--- src/rtl/adc_uart_tx.sv ---
// adc_uart_tx: serialises 12-bit ADC samples (plus OTR flag) as two UART bytes
// Ports:
//   CLK          system clock, rising edge
//   RST          asynchronous active-low reset
//   ADC_BIT      12-bit sample, latched with ADC_OTR on accept
//   ADC_OTR      out-of-range flag, carried in the header byte
//   SAMPLE_VALID source has a sample to send
//   SAMPLE_READY block is idle and will accept a sample this cycle
//   UART_TX      registered serial line, idle high
//   BUSY         a frame is in flight (always ~SAMPLE_READY)
// Optional feature: define ADC_UART_TX_PARITY_EN for an even-parity bit per byte.
module adc_uart_tx #(
    parameter int BAUD_DIV = 50
) (
    input  logic        CLK,
    input  logic        RST,
    input  logic [11:0] ADC_BIT,
    input  logic        ADC_OTR,
    input  logic        SAMPLE_VALID,
    output logic        SAMPLE_READY,
    output logic        UART_TX,
    output logic        BUSY
);
    localparam logic [15:0] RELOAD = 16'(BAUD_DIV - 1);
    typedef enum logic [2:0] {
        IDLE,
        START,
        DATA,
`ifdef ADC_UART_TX_PARITY_EN
        PARITY,
`endif
        STOP
    } state_t;
    state_t      state, state_n;
    logic [15:0] baud_cnt, baud_n;
    logic [2:0]  bit_cnt, bit_n;
    logic        byte_idx, idx_n;
    logic [12:0] sample, sample_n;
    logic        tx, tx_n;
    logic [7:0]  cur_byte;
    logic        tick;
    // Header byte has bit 7 set so a receiver can find sample boundaries.
    assign cur_byte = byte_idx ? {2'b00, sample[5:0]} : {1'b1, sample[12:6]};
    assign tick = baud_cnt == 16'd0;
    always_comb begin
        state_n  = state;
        bit_n    = bit_cnt;
        idx_n    = byte_idx;
        sample_n = sample;
        tx_n     = tx;
        baud_n   = (state == IDLE) ? baud_cnt : tick ? RELOAD : baud_cnt - 16'd1;
        case (state)
            IDLE: if (SAMPLE_VALID) begin
                sample_n = {ADC_OTR, ADC_BIT};
                idx_n    = 1'b0;
                bit_n    = 3'd0;
                baud_n   = RELOAD;
                tx_n     = 1'b0;
                state_n  = START;
            end
            START: if (tick) begin
                state_n = DATA;
                bit_n   = 3'd0;
                tx_n    = cur_byte[0];
            end
            DATA: if (tick) begin
                if (bit_cnt == 3'd7) begin
`ifdef ADC_UART_TX_PARITY_EN
                    state_n = PARITY;
                    tx_n    = ^cur_byte;
`else
                    state_n = STOP;
                    tx_n    = 1'b1;
`endif
                end else begin
                    bit_n = bit_cnt + 3'd1;
                    tx_n  = cur_byte[bit_n];
                end
            end
`ifdef ADC_UART_TX_PARITY_EN
            PARITY: if (tick) begin
                state_n = STOP;
                tx_n    = 1'b1;
            end
`endif
            STOP: if (tick) begin
                if (!byte_idx) begin
                    idx_n   = 1'b1;
                    state_n = START;
                    tx_n    = 1'b0;
                end else begin
                    idx_n   = 1'b0;
                    state_n = IDLE;
                end
            end
            default: state_n = IDLE;
        endcase
    end
    always_ff @(posedge CLK or negedge RST) begin
        if (!RST) begin
            state    <= IDLE;
            baud_cnt <= 16'd0;
            bit_cnt  <= 3'd0;
            byte_idx <= 1'b0;
            sample   <= 13'd0;
            tx       <= 1'b1;
        end else begin
            state    <= state_n;
            baud_cnt <= baud_n;
            bit_cnt  <= bit_n;
            byte_idx <= idx_n;
            sample   <= sample_n;
            tx       <= tx_n;
        end
    end
    assign UART_TX      = tx;
    assign BUSY         = state != IDLE;
    assign SAMPLE_READY = state == IDLE;
endmodule

--- config.mk ---
export PLATFORM = sky130hd
export DESIGN_NAME = adc_uart_tx
export DESIGN_NICKNAME = d
export VERILOG_FILES = /design/src/rtl/adc_uart_tx.sv
export SDC_FILE = /design/constraint.sdc
export NUM_CORES = 1
export LEC_CHECK = 0
export ABC_AREA = 1
export CAP_MARGIN = 40
export CORE_AREA = 2 2 68 76
export DETAILED_ROUTE_END_ITERATION = 12
export DIE_AREA = 0 0 70 78
export DONT_BUFFER_PORTS = 1
export HOLD_SLACK_MARGIN = 0.06
export MAX_ROUTING_LAYER = met4
export PLACE_DENSITY = 0.59
export SLEW_MARGIN = 20
export SYNTH_ARGS = -nofsm -noshare
export SYNTH_HDL_FRONTEND = slang
export SYNTH_SLANG_ARGS = --single-unit
--- constraint.sdc ---
create_clock -name CLK -period 2.9 [get_ports CLK]
set_clock_uncertainty 0.15 [all_clocks]
set_input_delay 0 -clock CLK [delete_from_list [all_inputs] [get_ports CLK]]
set_output_delay 0 -clock CLK [all_outputs]
set_load 0.02 [all_outputs]
==> summary.txt <==
Status = finished clean
CTS Sinks = 36
Reg power frac = 0.359
Crit path required time = 2.96 ns
Highest Clock Rate = 491 MHz
Setup crit end kind = flop
Worst hold margin = 0.117 ns
Htree depth = 2
Layout Cells excl Fill = 325
Post-Synthesis Cells = 246
R2R setup slack = 0.86 ns
Setup TNS = 0 ns
Via count = 1572
Sw frac = 0.418
Worst path max stage delay = 0.53 ns
CTS clock-pin slew for the worst setup and hold paths = 0.07 ns
1st-iter DRT viols = 62
Slowest CP cell = ha_1
Core Rows = 26
CTS tree = built
Gr ovfl total = 0
Synthesized cell area = 2060 sq um
Final worst path period share = 0.703
FF-to-FF path depth = 8
Die Width = 70 um
Post-Route WL = 4030 um
Reg2reg end = bit_cnt[0]$_DFFE_PN0P_
Post-DRT Antenna Nets = 0
First-pass GRT wire length = 7160 um
YS warnings = 0
IO buf count = 0
Comb pwr share = 0.465
MaxCap Viol Count = 0
Final Wtd Congestion = 0.808
CTS Buf Count = 5
Sequential area share after synthesis = 0.437
Pwr/cell area = 916 nW/um^2
Worst-path fanout max = 7
RSZ-0062 raised after global routing = false
N_diodes = 0
Longest Clk Path Bufs = 2
Fill count = 438
Post-layout min period = 2.04 ns
Largest net degree at the start of global routing = 36
Post-synthesis register bit count = 36
P_int = 1290 uW
P&R area growth vs syn = 17.0%
Setup slack after layout = 0.862 ns
Post-CTS setup buffers = 0
Final number of setup-violating endpoints = 0
Multi-input gate area = 1030 sq um
Hold Crit Class = in2async
Crit path kind = reg2reg
DP Worst Slack = 0.861 ns
HPWL Detailed = 2960 um
Dpl cells = 300
Routed wire per std cell = 12.4 um
Critical path, cell by cell = inv_1 > ha_1 > inv_4 > nor2_4 > nor2_1 > o211ai_4 > nand2_1 > o21ai_1
I/O Pins = 19
Slew Limit Fails = 0
Tot Pwr = 2210 uW
Slew Limit Headroom = 0.616
Core area = 4620 sq um
Vias in the first global route = 1555
CP Launch Type = flop
Layout cell share with drive strength beyond 1 = 0.167
DIE HEIGHT = 78 um
CP Launch Point = state[0]$_DFFE_PN0P_
Clock power frac = 0.176
Synth Area per Inst = 8.38 sq um
Static leakage = 0.00112 uW
Crit path DAT = 2.10 ns
Gr usage total = 0.172
Max VDD drop = 0.532 mV
# DRC = 0
Synth cell types = 28
Worst-Skew Late Latency = 0.28 ns
Die area = 5460 sq um
FF+latch area = 902 sq um
Final Hold Fails = 0
Worst r2r src = state[0]$_DFFE_PN0P_
Final layout net count = 291
Root buffer cell = clkbuf_8
Switching power = 924 uW
Critical Path End = bit_cnt[0]$_DFFE_PN0P_
DRT Pass-1 Iters = 4
Initial antenna violation count = 0
Vias per cell = 4.84
Post-Syn Nets = 269
Starting Density = 0.446
Slew @ Worst Pin = 0.577 ns
synth_stat cells:
cell type / instances / area, sq um
mux2_2: 8 / 90.1
nor2_1: 30 / 113
nor2_4: 2 / 22.5
nand4_2: 1 / 12.5
dfstp_2: 1 / 26.3
or2_2: 3 / 18.8
o22ai_1: 4 / 25.0
nand3_4: 1 / 17.5
nand2_1: 56 / 210
xnor2_1: 2 / 17.5
nor3_2: 1 / 10.0
nand2_4: 4 / 45.0
nor2_2: 5 / 31.3
o211ai_4: 1 / 21.3
a21oi_1: 7 / 35.0
o31ai_1: 1 / 7.51
buf_2: 2 / 10.0
xor2_1: 9 / 78.8
inv_4: 2 / 12.5
dfrtp_1: 35 / 876
nand3_1: 11 / 55.1
o21ai_1: 8 / 40.0
inv_1: 28 / 105
o21ai_0: 8 / 40.0
nand2_2: 6 / 37.5
ha_1: 7 / 87.6
inv_2: 1 / 3.75
nand4_1: 2 / 12.5
placed cells by master (no fill, tap or decap), drive strengths merged:
master        n
nor3          1
nand4         3
mux2          8
nor2         37
dlygate4sd3  15
inv          31
a21oi         7
ha            7
nand2        66
dfstp         1
or2           3
dfrtp        35
o211ai        1
o22ai         4
nand3        12
clkbuf        8
o21ai        16
buf           2
xor2          9
o31ai         1
xnor2         2
critical path: cells and delay by family (launching register included):
family | cells | cell delay, ns
AO/OA/AOI/OAI | 2 | 0.21
adder cells (fa/ha/maj) | 1 | 0.53
buffers and inverters | 2 | 0.28
flip-flops | 1 | 0.41
AND/OR/NAND/NOR | 3 | 0.37
power groups by stage:
stage	Combinational [uW]	Sequential, uW	Clock, uW
after floorplan	852	763	0
after global placement	994	803	0
after detailed placement	1000	806	0
after CTS	1040	796	404
after global routing	1170	820	421
final	1030	794	389
worst min path at each step:
stage / startpoint / end / slack [ns] / cells past startpoint
4_1_cts: RST / UART_TX$_DFFE_PN1P_ / 0.11 / 2
6_report: RST / baud_cnt[2]$_DFF_PN0_ / 0.12 / 3
3_5_place_dp: RST / baud_cnt[4]$_DFF_PN0_ / -0.44 / 0
2_1_floorplan: RST / baud_cnt[0]$_DFF_PN0_ / -0.45 / 0
5_1_grt: RST / UART_TX$_DFFE_PN1P_ / 0.14 / 2
3_3_place_gp: RST / baud_cnt[4]$_DFF_PN0_ / -0.44 / 0
per-layer routing:
layer,part of all wire,vias up,GRT usage
met2,0.52,21,0.302
met3,0.028,4,0.0390
met4,0.013,0,0.0519
met5,0,-,-
li1,-,825,-
met1,0.44,722,0.195
cell families after synthesis:
logic type,Yosys count,share of synthesized area
AND/OR/NAND/NOR,122,0.284
adder cells (fa/ha/maj),7,0.0425
flip-flops,36,0.438
buffers and inverters,33,0.0637
multiplexers,8,0.0437
XOR/XNOR,11,0.0467
AO/OA/AOI/OAI,29,0.0819
area by class of cell:
| class | count | share of cell area |
|---|---|---|
| multi-input cells | 177 | 0.426 |
| flip-flops and latches | 36 | 0.374 |
| repair buffers | 17 | 0.0788 |
| inverters | 31 | 0.0503 |
| clock buffers | 8 | 0.0415 |
| well taps | 56 | 0.0290 |
registers in the layout (all words and copies together), names as in the netlist:
signal and flops:
UART_TX 1, sample 13, bit_cnt 3, baud_cnt 16, byte_idx 1, state 2
stage by stage:
| stage | cell area [sq um] | util |
|---|---|---|
| floorplan | 2060 | - |
| global placement | 2120 | 0.459 |
| detailed placement | 2120 | 0.459 |
| CTS | 2410 | 0.522 |
| global route | 2410 | 0.522 |
| finish | 2410 | 0.522 |
what timing repair did:
item,4_1_cts,5_1_grt
endpoints found under the hold margin,69,0
resized for setup,0,0
hold buffers,17,0
Note: power is estimated with default switching activity, not from simulation.
